===== config.mk =====
export PLATFORM = sky130hd
export DESIGN_NAME = mux4_scan_ctrl
export DESIGN_NICKNAME = d
export VERILOG_FILES = /design/src/rtl/mux4_scan_ctrl.sv
export SDC_FILE = /design/constraint.sdc
export NUM_CORES = 1
export LEC_CHECK = 0
export BUFFER_PORTS_ARGS = -buffer_cell sky130_fd_sc_hd__buf_2
export CORE_UTILIZATION = 58
export DETAILED_ROUTE_END_ITERATION = 16
export HOLD_SLACK_MARGIN = 0.1
export PLACE_DENSITY = 0.89
export SLEW_MARGIN = 20
export SYNTH_ARGS = -nofsm -noshare
export SYNTH_HDL_FRONTEND = slang
export SYNTH_SLANG_ARGS = --single-unit

===== constraint.sdc =====
create_clock -name clk -period 3.65 [get_ports clk]
set_clock_uncertainty 0.2 [all_clocks]
set_input_delay 0.5475 -clock clk [delete_from_list [all_inputs] [get_ports clk]]
set_output_delay 0.5475 -clock clk [all_outputs]
set_load 0.1 [all_outputs]

===== src/rtl/mux4_scan_ctrl.sv =====
// Channel scanner driving the select lines of a 4:1 conditional-data mux.
// Visits the enabled channels in ascending order, settles each one, samples zout and assembles a frame.
module mux4_scan_ctrl #(
    parameter int SETTLE = 2
) (
    input  logic       clk,
    input  logic       rst,
    input  logic       start,
    input  logic       continuous,
    input  logic [3:0] channel_mask,
    input  logic       mux_in,
    output logic       sela,
    output logic       selc,
    output logic       busy,
    output logic       sample_valid,
    output logic [1:0] sample_ch,
    output logic       sample_bit,
    output logic [3:0] frame,
    output logic       frame_valid
);

    typedef enum logic {ST_IDLE, ST_SETTLE} state_t;

    localparam logic [3:0] LOAD = 4'(SETTLE - 1);

    state_t     state, state_d;
    logic [3:0] mask_q, mask_d;
    logic [1:0] ch, ch_d;
    logic [3:0] cnt, cnt_d;
    logic [3:0] shadow, shadow_d;
    logic [3:0] frame_d;
    logic       sv_d, fv_d;
    logic [1:0] sch_d;
    logic       sbit_d;
    logic [3:0] captured;
    logic [2:0] first, nxt;

    // Lowest enabled channel at index >= from; bit 2 flags that one exists.
    function automatic logic [2:0] find_from(input logic [3:0] m, input logic [2:0] from);
        logic [2:0] r;
        r = 3'b000;
        for (int i = 3; i >= 0; i--) begin
            if (m[i] && (3'(i) >= from)) r = {1'b1, 2'(i)};
        end
        return r;
    endfunction

    assign first = find_from(channel_mask, 3'd0);
    assign nxt   = find_from(mask_q, {1'b0, ch} + 3'd1);

    assign sela = ch[1];
    assign selc = ch[0];
    assign busy = (state != ST_IDLE);

    always_comb begin
        state_d  = state;
        mask_d   = mask_q;
        ch_d     = ch;
        cnt_d    = cnt;
        shadow_d = shadow;
        frame_d  = frame;
        sv_d     = 1'b0;
        fv_d     = 1'b0;
        sch_d    = sample_ch;
        sbit_d   = sample_bit;
        captured = shadow;
        captured[ch] = mux_in;
        case (state)
            ST_IDLE: begin
                if (start && (channel_mask != 4'd0)) begin
                    state_d  = ST_SETTLE;
                    mask_d   = channel_mask;
                    ch_d     = first[1:0];
                    cnt_d    = LOAD;
                    shadow_d = 4'd0;
                end
            end
            ST_SETTLE: begin
                if (cnt != 4'd0) begin
                    cnt_d = cnt - 4'd1;
                end else begin
                    sv_d     = 1'b1;
                    sch_d    = ch;
                    sbit_d   = mux_in;
                    shadow_d = captured;
                    if (nxt[2]) begin
                        ch_d  = nxt[1:0];
                        cnt_d = LOAD;
                    end else begin
                        // Frame end: publish, then either restart with a fresh mask or stop.
                        frame_d = captured;
                        fv_d    = 1'b1;
                        mask_d  = channel_mask;
                        if (continuous && (channel_mask != 4'd0)) begin
                            ch_d     = first[1:0];
                            cnt_d    = LOAD;
                            shadow_d = 4'd0;
                        end else begin
                            state_d = ST_IDLE;
                            ch_d    = 2'd0;
                        end
                    end
                end
            end
            default: state_d = ST_IDLE;
        endcase
    end

    always_ff @(posedge clk) begin
        if (rst) begin
            state        <= ST_IDLE;
            mask_q       <= 4'd0;
            ch           <= 2'd0;
            cnt          <= 4'd0;
            shadow       <= 4'd0;
            frame        <= 4'd0;
            sample_valid <= 1'b0;
            frame_valid  <= 1'b0;
            sample_ch    <= 2'd0;
            sample_bit   <= 1'b0;
        end else begin
            state        <= state_d;
            mask_q       <= mask_d;
            ch           <= ch_d;
            cnt          <= cnt_d;
            shadow       <= shadow_d;
            frame        <= frame_d;
            sample_valid <= sv_d;
            frame_valid  <= fv_d;
            sample_ch    <= sch_d;
            sample_bit   <= sbit_d;
        end
    end

endmodule


# Word-level counts from Yosys, hierarchy flattened
# Cells that the tools add are included.
[totals]
ff_bits = 24
in_bits = 9
output_inout_bits = 12
[classes]
n_addsub = 2
n_lt_le_gt_ge = 6
eq_ne = 4
muxes = 37
n_bitwise = 3
reduce_logical = 16
[op_table]
columns = ["operator", "n"]
rows = [
  ["$mux W4", 11],
  ["$pmux W4 S2", 3],
  ["$mux W2", 8],
  ["$mux W3", 4],
  ["$reduce_bool A4 Y1", 2],
  ["$logic_and A1 B1 Y1", 7],
  ["$mux W1", 7],
  ["$ge A1 B3 Y1 const A", 2],
  ["$ge A2 B3 Y1 const A", 2],
  ["$ne A2 B2 Y1 const B", 3],
  ["$reduce_and A2 Y1", 3],
  ["$reduce_and A3 Y1", 2],
  ["$bwmux W4", 1],
  ["$ne A4 B1 Y1 const B", 1],
  ["$pmux W2 S2", 1],
  ["$sub A4 B1 Y4 const B", 1],
  ["$add A2 B1 Y3 const B", 1],
  ["$lt A2 B3 Y1 const B", 1],
  ["$not A1 Y1", 3],
  ["$reduce_or A3 Y1", 1],
  ["$demux W1 S2", 1],
  ["$ge A2 B1 Y1 const B", 1],
  ["$pmux W1 S2", 1],
  ["$reduce_or A2 Y1", 1],
]

# Depth between registers and ports, before layout
# Gate-level depths: netlist (run 1).
[logic_depth]
word_depth = 10
mapped_depth = 8
mapped_depth_nobuf = 7

# Least setup slack after synthesis (run 1)
# No wires, ideal clock.
[synth_timing]
kind = "register to register"
from = "register state (netlist: busy)"
to = "register frame[0]"
arrival_ns = 2.101
required_time_ns = 3.370
slack_ns = 1.269
stages_incl_launch_ff = 8
path_buffers = 2
cell_sequence = "dfxtp_1 buf_6 inv_1 or2_4 buf_12 nor2_8 nor2_1 a211oi_2"
[synth_between]
elab_chain_len = 1
[synth_lines]
columns = ["item", "line_no", "text"]
rows = [
  ["from (decl)", "26", "state_t state, state_d;"],
  ["from (signal assigned)", "122", "state <= state_d;"],
  ["$reduce_and A3 Y1 (no line)", "-", ""],
  ["to (signal assigned)", "127", "frame <= frame_d;"],
  ["to (decl)", "18", "output logic [3:0] frame,"],
]
# Every way passes these cells.
# A chain may end at the register's enable or synchronous reset.

# Final worst setup path (run 1)
[layout_timing]
from = "register cnt[1]"
to = "register ch[1]"
[layout_between]
elab_chain_len = 3
[layout_lines]
columns = ["item", "line_no", "text"]
rows = [
  ["from (decl)", "29", "logic [3:0] cnt, cnt_d;"],
  ["from (signal assigned)", "125", "cnt <= cnt_d;"],
  ["$reduce_bool A4 Y1", "79", "if (cnt != 4'd0) begin"],
  ["$ne A2 B2 Y1 (no line)", "-", ""],
  ["$reduce_and A2 Y1 (no line)", "-", ""],
  ["to (signal assigned)", "124", "ch <= ch_d;"],
  ["to (decl)", "28", "logic [1:0] ch, ch_d;"],
]
# Every way passes these cells.

==> results by group, run 1 <==
Status
  • Status: finished, violations left
  • Violated checks: DRC

Routing
  • Via count: 981
  • Number of DRC markers in iteration 0: 17
  • Drc violations: 1
  • Total Wirelength: 2300 um
  • DR pass1 iterations: 10
  • Post-DRT Antenna Nets: 0
  • WL/cell: around 13 um
  • Vias per inst: 5.703

Placed design
  • Detailed-placement wirelength estimate: between 1500 and 2000 um
  • Port Buf Inserts: 20
  • Pre-CTS worst setup slack: 1469 ps
  • GPL Wtd Cong: around 0.8

Critical path
  • Crit Path Max Fanout: 12
  • CP cell instances: inv_1 -> ha_1 -> or3b_4 -> or2_4 -> and2_2 -> a211oi_1 -> nor3_1
  • Type of the worst setup path: flip-flop to flip-flop
  • Slowest-stage cell, CP: or3b_4
  • Crit path DAT: about 2300 ps
  • Crit path launch type: flip-flop
  • Worst EP required: 3660 ps
  • CP Capture Type: flip-flop
  • Worst stage delay on the critical path: ~430 ps

Clock network
  • CTS H-Tree Depth: 1
  • Post-CTS sizing: 0
  • Skew-Pair Late Insertion Delay: 320 ps
  • # clock sinks: 23
  • Setup bufs post-CTS: 0
  • CTS tree: done
  • Clock root buffer: clkbuf_4
  • Num CTS Buffers: 3
  • Clock-pin slew on the worst setup and hold paths: 130 ps
  • Hold Buf Count CTS: 0
  • Clock buffer depth: 2

Timing
  • Final Hold Fails: 0
  • Minimum clock period after layout: 2261 ps
  • Final worst-path cycle share: 61.95%
  • Worst slew pin tran: 483.9 ps
  • Slew HR: 67.96%
  • Final WS setup: 1389 ps
  • Maximum clock rate: 0.4423 GHz
  • Final setup TNS: 0 ps
  • Slew Limit Fails: 0
  • Unrepaired setup endpoints after global routing: no
  • Hold Slack: 305.9 ps
  • # setup viols final: 0

Pwr
  • Net switching power: 281.6 uW
  • Power Density: a little over 500 mW/mm^2
  • Reg power frac: 44.0%
  • Switching share of power: between 40% and 50%
  • Clock share of power: 18.2%
  • Lkg Pwr: 0.5490 nW
  • Int Pwr: 384.4 uW
  • Design Power: between 600 and 700 uW
  • Worst VDD drop: 0.3718 mV
  • Logic pwr share: 37.8%

Finish
  • Commonest cells after routing, fill and taps aside: nor2_1, dfxtp_1, buf_2
  • Final net count: 156
  • Final Util: 66.56%
  • Commonest non-fill, non-tap cell in the layout: nor2_1
  • Share of cells above drive strength 1: 27.59%
  • Area growth from synthesis to layout: 8.508%
  • # fillers: 162
  • N_diodes: 0

Die
  • Die H: 47.32 um
  • Row cnt: 16
  • Core Box Area: approximately 0.002 mm^2
  • Starting Density: 61.34%
  • IO Count: 21
  • Die area: 0.002239 mm^2
  • Die X-Extent: 47.32 um

Hold path
  • Hold Crit Class: flip-flop to flip-flop

Yosys
  • Post-synthesis sequential area ratio: 38.66%
  • Synthesized area: approximately 0.0012 mm^2
  • Mapped Cells: 127
  • Synth Net Count: ~140
  • Netlist cell types: 45
  • Avg Cell Area, Syn: between 9 and 10 um^2
  • Yosys warns: 0
  • Post-synthesis register bit count: 23

Global routing
  • Total track usage: 22.49%
  • First-pass GRT wire length: 3546 um
  • Antenna violations before repair: 0
  • Grt ovf: 0
  • Largest net degree at the start of global routing: 25
  • Number of global-route vias before repair: 844

Job
  • Max-cap violations: 0
-- synthesized netlist by cell type, drive strengths merged --
library cell | number | area share [%]
nor2 | 27 | 9.9
dfxtp | 23 | 39
mux2i | 9 | 7.6
a211oi | 5 | 4.8
a31oi | 5 | 2.6
inv | 5 | 1.6
nand2 | 5 | 2.2
a21oi | 4 | 1.7
a22oi | 4 | 3.7
nor3 | 4 | 1.7
or2b | 4 | 2.8
buf | 3 | 3.0
clkbuf | 3 | 1.9
nand3 | 3 | 1.7
a311oi | 2 | 1.5
nand4 | 2 | 1.1
o21ai | 2 | 1.8
or4 | 2 | 1.6
a21o | 1 | 0.63
a22o | 1 | 0.74
and2 | 1 | 0.63
and3 | 1 | 0.63
ha | 1 | 1.1
nand2b | 1 | 0.53
nand3b | 1 | 0.63
nand4b | 1 | 0.74
nor2b | 1 | 0.53
nor4b | 1 | 0.74
o211ai | 1 | 0.63
o31ai | 1 | 0.63
or2 | 1 | 0.74
or3 | 1 | 0.53
or3b | 1 | 0.95
-- registers in the layout, summed over array words and instances, names as in the netlist --
register	cells
mask_q	3
shadow	4
sample_ch	2
frame	4
frame_valid	1
sample_valid	1
sample_bit	1
busy	1
cnt	4
ch	2
-- area by class of cell --
type,count,area [um^2],area share (%)
timing repair buffer,20,100.1,7.744
multi-input combinational,93,653.1,50.53
inverter,5,18.77,1.452
sequential,23,460.4,35.62
tap,27,33.78,2.614
clock buffer,4,26.28,2.033
-- power groups by stage --
stage	clock [mW]	sequential, mW	combinational (mW)
floorplan	0	0.383	0.136
global placement	0	0.297	0.244
detailed placement	0	0.298	0.250
CTS	0.120	0.293	0.251
global route	0.129	0.297	0.267
finish	0.121	0.293	0.252
-- path summary, 6_finish.rpt --
check,start,slack (ps),depth (start not counted),end
setup / recovery,cnt[1]$_SDFFE_PP0P_,1390,7,ch[1]$_SDFFE_PP0P_
hold / removal,shadow[3]$_SDFFE_PP0P_,310,2,shadow[3]$_SDFFE_PP0P_
setup reg to reg,cnt[1]$_SDFFE_PP0P_,1390,7,ch[1]$_SDFFE_PP0P_
hold reg to reg,shadow[3]$_SDFFE_PP0P_,310,2,shadow[3]$_SDFFE_PP0P_
-- metrics by stage --
stage / cell area [um^2] / std cells
2_1_floorplan: 1191 / 127
3_3_place_gp: 1266 / 168
3_5_place_dp: 1266 / 168
4_1_cts: 1292 / 172
5_1_grt: 1292 / 172
6_report: 1292 / 172
-- layer usage --
layer  global-route usage (%)  vias up  share of wire (%)
met1                    28.34      461                 48
li1                         -      489                  -
met3                    4.231        7                3.9
met4                    12.00        0                2.1
met2                    36.16       24                 46
met5                        0        -                  0
-- worst max-delay path, delay by kind of cell (launching register included) --
kind            cells  cell delay (ps)
buf+inv             1               80
compound gates      1              220
fa+ha+maj           1              210
flops               1              340
simple gates        4             1110
-- kinds of logic (layout without fill, tap and decap cells) --
family / Yosys count / in the layout / synth area share, %
buf+inv: 11 / 29 / 6.511
compound gates: 26 / 26 / 18.70
fa+ha+maj: 1 / 1 / 1.050
flops: 23 / 23 / 38.66
simple gates: 57 / 57 / 27.52
mux: 9 / 9 / 7.563
(Power assumes the default switching activity.)
==> inputs of run 2 (changes only) <==
ABC_AREA = 1   (was not set)
CORE_UTILIZATION = 53   (was 58)
PLACE_DENSITY = 0.84   (was 0.89)
clock period = 2.2 ns   (was 3.65 ns; I/O delays follow)
==> run 2 against run 1 <==
- the flow now finishes without violations
- critical path depth grew 2
- sequential share of layout area shrank 0.48 points
- clock-buffer cell count shrank 1
- total power grew 60%
- sequential cell count is the same
- synthesized cell count grew 23%
- non-clock buffer count grew 4
- critical endpoint is now shadow[2]$_SDFFE_PP0P_
- register-to-register slack lost 980 ps
==> results by group, run 2 <==
Hold path
  • Hold Path Depth: 4 (+2)
  • Hold Crit Class: input pin to flip-flop

Timing
  • Slew HR: 67.61% (-0.35 points)
  • Maximum clock rate: 0.5477 GHz
  • Final WS setup: 374.3 ps (-1015 ps)
  • Slew Limit Fails: 0 (unchanged)
  • Minimum clock period after layout: 1826 ps
  • # setup viols final: 0 (unchanged)
  • Hold Slack: 129.0 ps (-176.9 ps)
  • Final Hold Fails: 0 (unchanged)
  • Final setup TNS: 0 ps (unchanged)
  • Final worst-path cycle share: 82.99%
  • Worst slew pin tran: 489.2 ps (+5.271 ps)
  • Unrepaired setup endpoints after global routing: no

Finish
  • Commonest non-fill, non-tap cell in the layout: nand2_1
  • Biggest regs: cnt x4, frame x4, shadow x4
  • Commonest cells after routing, fill and taps aside: nand2_1, dfxtp_1, buf_2
  • N_diodes: 0 (unchanged)
  • Design area: 0.001310 mm^2 (+1.4%)
  • Share of cells above drive strength 1: 24.31% (-3.3 points)
  • Final net count: 192 (+23%)
  • Area growth from synthesis to layout: 16.46%

Pwr
  • Lkg Pwr: 0.6275 nW (+14%)
  • Worst VDD drop: 0.4784 mV (+29%)
  • Design Power: 1.065 mW (+60%)
  • Power Density: 812.7 mW/mm^2 (+58%)

Critical path
  • Type of the worst setup path: input pin to flip-flop
  • R2R depth: 10 (+3)
  • Worst stage delay on the critical path: 520 ps (+90 ps)
  • FF-to-FF Start: cnt[0]$_SDFFE_PP0P_
  • Worst EP required: 2240 ps (-1420 ps)
  • Crit path launch type: input pin
  • Crit path DAT: 1870 ps (-400 ps)
  • Slowest-stage cell, CP: dlygate4sd3_1
  • CP Depth: 9 (+2)
  • CP Buf/Inv Count: 3 (+2)
  • CP cell instances: dlygate4sd3_1 -> buf_2 -> nor2_1 -> nand2_1 -> nand3_2 -> nand2_1 -> inv_1 -> nand2_1 -> a21oi_1
  • Worst reg2reg endpoint: frame[1]$_SDFFE_PP0P_
  • CP Capture Type: flip-flop
  • Worst Setup EP: shadow[2]$_SDFFE_PP0P_
  • Cell family with most CP delay: buffers and inverters
  • Crit Path Max Fanout: 7 (-5)
  • Cell mode on critical path: nand2_1
  • R2R Setup Slk: 410 ps (-980 ps)
  • Crit path from: channel_mask[3]

Yosys
  • Synthesized area: 0.001125 mm^2 (-5.6%)
  • Netlist cell types: 23 (-49%)
  • Synth area leaders: dfxtp_1, nand2_1, a21oi_1
  • Synth Flop Type: dfxtp_1
  • Post-synthesis register bit count: 23 (unchanged)
  • Number of flops mapped to enable cells by yosys: 0 (unchanged)
  • Count leader, synth: nand2_1
  • Post-synthesis sequential area ratio: 40.93% (+2.3 points)
  • Yosys warns: 0 (unchanged)
  • Avg Cell Area, Syn: 7.210 um^2 (-23%)
  • Synth top cells by count: nand2_1, dfxtp_1, a21oi_1, inv_1, nand3_1
  • Synth Net Count: 166 (+21%)
  • Mapped Cells: 156 (+23%)
  • Post-synthesis async set-or-reset flop share: 0% (unchanged)
  • Synth top area share: 40.93% (+2.3 points)
  • Top cell type by total area after synthesis: dfxtp_1

Clock network
  • Clock root buffer: clkbuf_4
  • CTS H-Tree Depth: 1 (unchanged)
  • Hold Buf Count CTS: 3 (+3)
  • Num CTS Buffers: 3 (unchanged)
  • Setup bufs post-CTS: 0 (unchanged)
  • Clock buffer depth: 2 (unchanged)
  • Post-CTS sizing: 0 (unchanged)
  • Skew-Pair Late Insertion Delay: 310 ps (about the same)
  • Clock-pin slew on the worst setup and hold paths: 130 ps (about the same)
  • CTS tree: done
  • # clock sinks: 23 (unchanged)

Die
  • IO Count: 21 (unchanged)
  • Starting Density: 56.76% (-4.6 points)
  • Die area: 0.002311 mm^2 (+3.2%)
  • Row cnt: 16 (unchanged)
  • Die X-Extent: 48.07 um (+1.6%)
  • Core Box Area: 0.001982 mm^2 (+2.1%)
  • Die H: 48.07 um (+1.6%)

Routing
  • Number of DRC markers in iteration 0: 43 (+26)
  • Post-DRT Antenna Nets: 0 (unchanged)
  • Total Wirelength: 2416 um (+5.0%)
  • Via count: 1136 (+16%)
  • Vias per inst: 5.462 (-4.2%)
  • DR pass1 iterations: 4 (-6)
  • Drc violations: 0 (-1)
  • WL/cell: 11.62 um (-13%)

Placed design
  • Detailed-placement wirelength estimate: 1831 um (+11%)
  • Placed cell areas: 0.001252 mm^2 (-1.1%)
  • GPL Wtd Cong: 0.8610 (+6.4%)
  • Pre-CTS worst setup slack: 434.2 ps (-1035 ps)
  • Port Buf Inserts: 20 (unchanged)

Global routing
  • Largest net degree at the start of global routing: 15 (-40%)
  • Total track usage: 23.21% (+0.71 points)
  • Antenna violations before repair: 0 (unchanged)
  • First-pass GRT wire length: 3746 um (+5.6%)
  • Number of global-route vias before repair: 971 (+15%)
  • Grt ovf: 0 (unchanged)

Status
  • Status: completed

Job
  • Max-cap violations: 0 (unchanged)
## run 2: cell count changes in the layout (fill, tap and decap cells not counted), sizes merged, moves of 5 or more
cell / delta
a211oi: -5
a21oi: +17
inv: +15
mux2i: -9
nand2: +38
nand3: +11
nor2: -14
o21ai: +8
## run 2: logic make-up (layout without fill, tap and decap cells)
group	after synthesis	after routing	synth area share [%]
flops	23	23	40.93
buf+inv	23	48	7.897
fa+ha+maj	1	1	1.112
compound gates	36	36	17.80
simple gates	73	73	32.26
## run 2: how the worst min path moves through the flow
stage,from,to,slack [ps]
after floorplan,rst,mask_q[3]$_SDFFE_PP0P_,190
after global placement,cnt[1]$_SDFFE_PP0P_,cnt[1]$_SDFFE_PP0P_,250
after detailed placement,frame[2]$_SDFFE_PP0P_,frame[2]$_SDFFE_PP0P_,250
after CTS,start,cnt[3]$_SDFFE_PP0P_,130
after global routing,mux_in,sample_bit$_SDFFE_PP0P_,150
final,start,cnt[3]$_SDFFE_PP0P_,130
## run 2: area by class of cell
class                           instances  area, um^2
Inverter                               20       75.07
Multi-Input combinational cell        110       575.6
Sequential cell                        23       460.4
Fill cell                             167       671.9
Tap cell                               27       33.78
Clock inverter                          1       5.005
Timing Repair Buffer                   24       137.6
Clock buffer                            3       22.52
## run 2: worst reg2reg max path: stages (launching register included)
cell and delay, ps:
dfxtp_1 330, inv_1 100, ha_1 200, nand2_2 90
nor2_4 110, nand2_1 110, inv_2 180, nand2_4 120
inv_2 90, nand2_1 60, a21oi_1 140
## run 2: per-layer routing
metal / GRT usage, % / part of all wire [%]
met1: 27.15 / 45
met2: 40.54 / 49
met3: 3.774 / 4.7
met4: 11.67 / 1.1
met5: 0 / 0
## run 2: where the power goes
group	leakage (nW)	internal [mW]	switching [mW]
clock network	0.0177	0.0680	0.125
registers	0.188	0.452	0.0268
logic	0.421	0.0967	0.296
## run 2: metrics by stage
stage	utilization (%)	cells
after floorplan	-	156
after global placement	63.19	201
after detailed placement	63.19	201
after CTS	66.10	208
after global routing	66.10	208
final	66.10	208
